`config.mk`:
```
export PLATFORM = sky130hd
export DESIGN_NAME = bf16_result_sink
export DESIGN_NICKNAME = d
export VERILOG_FILES = /design/src/rtl/bf16_result_sink.sv
export SDC_FILE = /design/constraint.sdc
export NUM_CORES = 1
export LEC_CHECK = 0
export ABC_AREA = 1
export BUFFER_PORTS_ARGS = -buffer_cell sky130_fd_sc_hd__buf_2
export CAP_MARGIN = 20
export CELL_PAD_IN_SITES_DETAIL_PLACEMENT = 0
export CELL_PAD_IN_SITES_GLOBAL_PLACEMENT = 1
export CORE_ASPECT_RATIO = 1.5
export CORE_UTILIZATION = 46
export DETAILED_ROUTE_END_ITERATION = 8
export PLACE_DENSITY = 0.81
export SLEW_MARGIN = 10
export SYNTH_ARGS = -nofsm -noshare
export SYNTH_HDL_FRONTEND = slang
export SYNTH_SLANG_ARGS = --single-unit
```
`constraint.sdc`:
```
create_clock -name clk -period 2.2 [get_ports clk]
set_input_delay 0.22 -clock clk [delete_from_list [all_inputs] [get_ports clk]]
set_output_delay 0.22 -clock clk [all_outputs]
set_load 0.01 [all_outputs]
```
`src/rtl/bf16_result_sink.sv`:
```
// Result sink for the bf16 operation units: captures STB/BUSY handshaked results
// into a small FIFO and answers single-cycle CPU read requests one cycle later.
module bf16_result_sink #(
    parameter int DATA_W = 16,
    parameter int DEPTH  = 4,
    parameter int CNT_W  = 3
) (
    input  logic              clk,
    input  logic              rst,
    input  logic [DATA_W-1:0] in_result,
    input  logic              in_STB,
    output logic              in_BUSY,
    input  logic              flush,
    input  logic              rd_req,
    output logic              rd_valid,
    output logic [DATA_W-1:0] rd_data,
    output logic              rd_empty,
    output logic [CNT_W-1:0]  level
);

    localparam int PTR_W = $clog2(DEPTH);
    localparam logic [CNT_W-1:0] FULL_LVL = CNT_W'(DEPTH);

    typedef enum logic {IDLE, RESP} rd_state_t;

    logic [DATA_W-1:0] mem [DEPTH];
    logic [PTR_W-1:0]  wr_ptr, rd_ptr;
    logic [CNT_W-1:0]  level_next;
    logic              wr_en, rd_en;
    rd_state_t         state;

    // flush wins over both sides; a read on an empty FIFO is answered but moves nothing
    assign wr_en = in_STB & ~in_BUSY & ~flush;
    assign rd_en = rd_req & (level != '0) & ~flush;

    always_comb begin
        level_next = level;
        if (flush)
            level_next = '0;
        else if (wr_en & ~rd_en)
            level_next = level + 1'b1;
        else if (rd_en & ~wr_en)
            level_next = level - 1'b1;
    end

    always_ff @(posedge clk) begin
        if (wr_en)
            mem[wr_ptr] <= in_result;
    end

    // BUSY held high through reset so no transfer lands before the first clock
    always_ff @(posedge clk or negedge rst) begin
        if (!rst) begin
            wr_ptr  <= '0;
            rd_ptr  <= '0;
            level   <= '0;
            in_BUSY <= 1'b1;
        end else begin
            if (flush) begin
                wr_ptr <= '0;
                rd_ptr <= '0;
            end else begin
                if (wr_en) wr_ptr <= wr_ptr + 1'b1;
                if (rd_en) rd_ptr <= rd_ptr + 1'b1;
            end
            level   <= level_next;
            in_BUSY <= (level_next == FULL_LVL) | flush;
        end
    end

    always_ff @(posedge clk or negedge rst) begin
        if (!rst) begin
            state    <= IDLE;
            rd_data  <= '0;
            rd_empty <= 1'b0;
        end else if (rd_req) begin
            state    <= RESP;
            rd_data  <= rd_en ? mem[rd_ptr] : '0;
            rd_empty <= ~rd_en;
        end else begin
            state    <= IDLE;
            rd_data  <= '0;
            rd_empty <= 1'b0;
        end
    end

    assign rd_valid = (state == RESP);

endmodule
```
* After elaboration in Yosys (flattened, before gate mapping)
Memories as Yosys holds them, arrays and structs flattened. Cells that the tools add are included.
Storage, ports and cells: flip-flop bits (word level) 26, RAM bits 64, bits of input ports 21, memories 1
Memory list:
- mem | depth 4, bits a word 16, read ports 1, clocked after Yosys merged registers in 0, wr ports 1, line 26 | logic [DATA_W-1:0] mem [DEPTH];
Operators by class: add/subtract/negate cells 4, equality and inequality tests 1, mux-type cells 13, bitwise logic cells 11, reduce and logical (&&, ||, !) cells 3
Operators with widths (number):
- 16-bit two-way mux | 2
- 3-bit two-way mux | 3
- 2-bit two-way mux | 4
- 1-bit bitwise AND | 6
- 2-bit by 1-bit adder with 2-bit output (second input constant) | 2
- 1-bit two-way mux | 4
- 1-bit inverter | 4
- 2-bit nonzero test | 2
- 3-bit by 1-bit adder with 3-bit output (second input constant) | 1
- 3-bit equality test (second input constant) | 1
- 3-bit nonzero test | 1
- 3-bit by 1-bit subtractor with 3-bit output (second input constant) | 1
- 1-bit bitwise OR | 1

* Longest topological paths before layout
word-level depth 10, gate-level depth with buffers 10, gate-level depth less buffers 10

* Worst setup path after synthesis
OpenSTA, ideal clock, no wires.
path kind flip-flop to flip-flop, from register wr_ptr[0], to memory mem[2][0] (enable), library setup time 389 ps, data arrival time 1353 ps, setup slack 458 ps, stages on the path, launching flop included 5, path buffers 0, cells stage by stage dfrtp_1 > inv_1 > ha_1 > inv_1 > nor2_1
RTL lines:
- from (decl) | line 27 | logic [PTR_W-1:0] wr_ptr, rd_ptr;
- from (signal assigned) | line 63 | if (wr_en) wr_ptr <= wr_ptr + 1'b1;
- to (decl) | line 26
Straight into the memory's write port.

* Worst setup path after layout
from register level[0], to register rd_data[3]
Between the ends: longest elaborated chain between the ends 5
Ends and longest elaborated chain:
- from (decl) | line 18 | output logic [CNT_W-1:0] level
- from (signal assigned) | line 66 | level <= level_next;
- 3-bit nonzero test | line 34 | assign rd_en = rd_req & (level != '0) & ~flush;
- 1-bit bitwise AND (2 in series) | line 34
- 16-bit two-way mux | line 78 | rd_data <= rd_en ? mem[rd_ptr] : '0;
- 16-bit two-way mux | line 76 | end else if (rd_req) begin
- to (signal assigned) | line 78
- to (decl) | line 16 | output logic [DATA_W-1:0] rd_data,
Every way passes these cells. A chain may end at the register's enable or synchronous reset.

==> results_dict.tcl <==
set metrics [dict create \
    synth-edff-count 64 \
    vias_per_cell 4.89 \
    clockBufferDepth 2 \
    post_drt_wl_per_cell_um 14.5 \
    setup_violations 0 \
    drive_gt1_frac 0.265 \
    synth_area_um2 3570 \
    yosysWarnings 0 \
    clk_pin_slew_ns 0.06 \
    crit_type "flip-flop to flip-flop" \
    drt.antenna.violating_nets 0 \
    met2_usage 0.320 \
    fin_cells 438 \
    critPathCaptureType "flip-flop" \
    cts_resized 0 \
    ys_ff_latch 90 \
    h-tree-depth 3 \
    finalMaxSlewViolations 0 \
    status "completed" \
    crit_fanout 16 \
    worstSetupStartpointType "flip-flop" \
    cts_hold_buf 1 \
    root_buffer "clkbuf_16" \
    diodes 0 \
    arrival_ns 1.76 \
    finalClockSkew_ns 0.00590 \
    drc 0 \
    avgSynthCellArea_um2 12.6 \
    crit_family "buffers and inverters" \
    gr-total-overflow 0 \
    grt_util_all_layers 0.180 \
    ioPinCount 43 \
    drv_cap 0 \
    max_clock_freq_mhz 639 \
    power.density_nw_per_um2 882 \
    busiest_layer "met2" \
    r2r_start "level[0]" \
    dp.cells 421 \
    tritoncts "built" \
    tns_ns 0 \
    period_share 0.712 \
    layout_commonest_cell "nor2_1" \
    synth-main-ff-cell "edfxtp_1" \
    ys_async_sr_fraction 0.289 \
    rows 39 \
    irDropWorstVdd_uv 612 \
    path_buf_inv 2 \
    drt_pass1_iterations 4 \
    vias 2143 \
    stdcell_area_um2 4200 \
    die_y_um 110 \
    die_x_um 73.9 \
    syn2layout_area_growth_pct 17.6 \
    globalRouteMet1Util 0.202 \
    fill_cells 630 \
    fin_nets 359 \
    finalHoldViolCount 0 \
    totalWireLength_um 6370 \
    cp_cell_sequence "inv_1 > ha_1 > nand2_1 > nand2_2 > nor2_2 > inv_2 > a21oi_1" \
    post_cts_buffers 0 \
    final_cell_mix "73 x nor2_1, 64 x edfxtp_1, 42 x buf_2, 32 x o21ai_0, 25 x dfrtp_1" \
    tightest_slew_ns 0.611 \
    portBuffers 42 \
    grt_max_degree 34 \
    slew_headroom 0.593 \
    placed_area_um2 3890 \
    grt_pass1_vias 2112 \
    hold_start "rd_req" \
    coreArea_um2 7560 \
    synth_cell_types 27 \
    cp.required_ns 2.40 \
    pre_cts_ws_ns 0.625 \
    p_leak_uw 0.00173 \
    drt_iter0_markers 88 \
    layout_setup_ws_ns 0.634 \
    cts_sinks 90 \
    worst_skew_pair.late_latency_ns 0.33 \
    met3_usage 0.0257 \
    dp_hpwl_um 3980 \
    initial_core_util 0.472 \
    hold_path.class "primary input to flip-flop" \
    synth_nets 310 \
    die_area_um2 8120 \
    rsz0062_at_grt "no" \
    seq_area_frac_synth 0.722 \
    grt_antenna_before_repair 0 \
    fin_crit_ns 1.57 \
    grt_pass1_wl_um 10200 \
    crit_slowest_cell "dfrtp_1" \
    critPathMaxStageDelay_ns 0.40 \
    place_congestion 0.754 \
    numCtsBuffers 9 \
    synthesis.instances 282 \
    critPathLaunch "level[0]" \
]
[cells by family after synthesis]
| group | after synthesis | share of synthesized area |
|---|---|---|
| xor gates and xnor gates | 1 | 0.00246 |
| AOI/OAI and AO/OA | 56 | 0.0972 |
| and+or+nand+nor | 97 | 0.116 |
| DFF | 90 | 0.722 |
| adders and majority gates | 7 | 0.0246 |
| buffers and inverters | 31 | 0.0379 |
[where the power goes]
group | leakage, uW | internal [uW] | switching (uW)
combinational | 0.000656 | 113 | 235
clock | 0.000146 | 890 | 571
sequential | 0.000928 | 1870 | 22.3
[per-layer routing]
layer | part of all wire | vias up
li1 | - | 1056
met1 | 0.41 | 1043
met2 | 0.55 | 36
met3 | 0.021 | 8
met4 | 0.021 | 0
met5 | 0 | -
[worst paths after layout]
kind	slack [ns]	to	cells after the start
max	0.63	rd_data[3]	7
min in group asynchronous	0.44	rd_data[0]	2
max in group asynchronous	1.35	rd_data[11]	2
min reg2reg	0.54	rd_data[0]	2
min	0.04	rd_valid	1
max reg2reg	0.63	rd_data[3]	7
[layout make-up]
type	instances	area, um^2	share of cell area
Multi-Input combinational cell	161	858	0.205
Inverter	20	77.6	0.0185
Clock inverter	1	6.26	0.00149
Timing Repair Buffer	49	265	0.0632
Clock buffer	15	288	0.0686
Sequential cell	90	2570	0.613
Tap cell	102	128	0.0304
[cells in the mapped netlist, drive strengths merged, types with 3 or more instances]
| cell | n | area share |
|---|---|---|
| dfrtp | 25 | 0.18 |
| nor2 | 74 | 0.079 |
| a21oi | 20 | 0.044 |
| nand2 | 15 | 0.023 |
| o21ai | 34 | 0.048 |
| buf | 8 | 0.013 |
| clkbuf | 3 | 0.0032 |
| edfxtp | 64 | 0.54 |
| inv | 20 | 0.022 |
| ha | 7 | 0.025 |
| nand3 | 7 | 0.013 |
[metrics by stage]
stage / util / hold slack (ns) / power, uW
global placement: 0.515 / 0.268 / 2270
global route: 0.555 / 0.0425 / 3850
floorplan: - / -0.0756 / 2160
detailed placement: 0.515 / 0.273 / 2280
finish: 0.555 / 0.0431 / 3700
CTS: 0.555 / 0.0343 / 3740
[sequential cells by signal, summed over array words and instances (netlist names)]
signal    count
level         3
rd_data      16
rd_valid      1
rd_empty      1
mem          64
in_BUSY       1
wr_ptr        2
rd_ptr        2
Power figures use the tool's default switching activity.
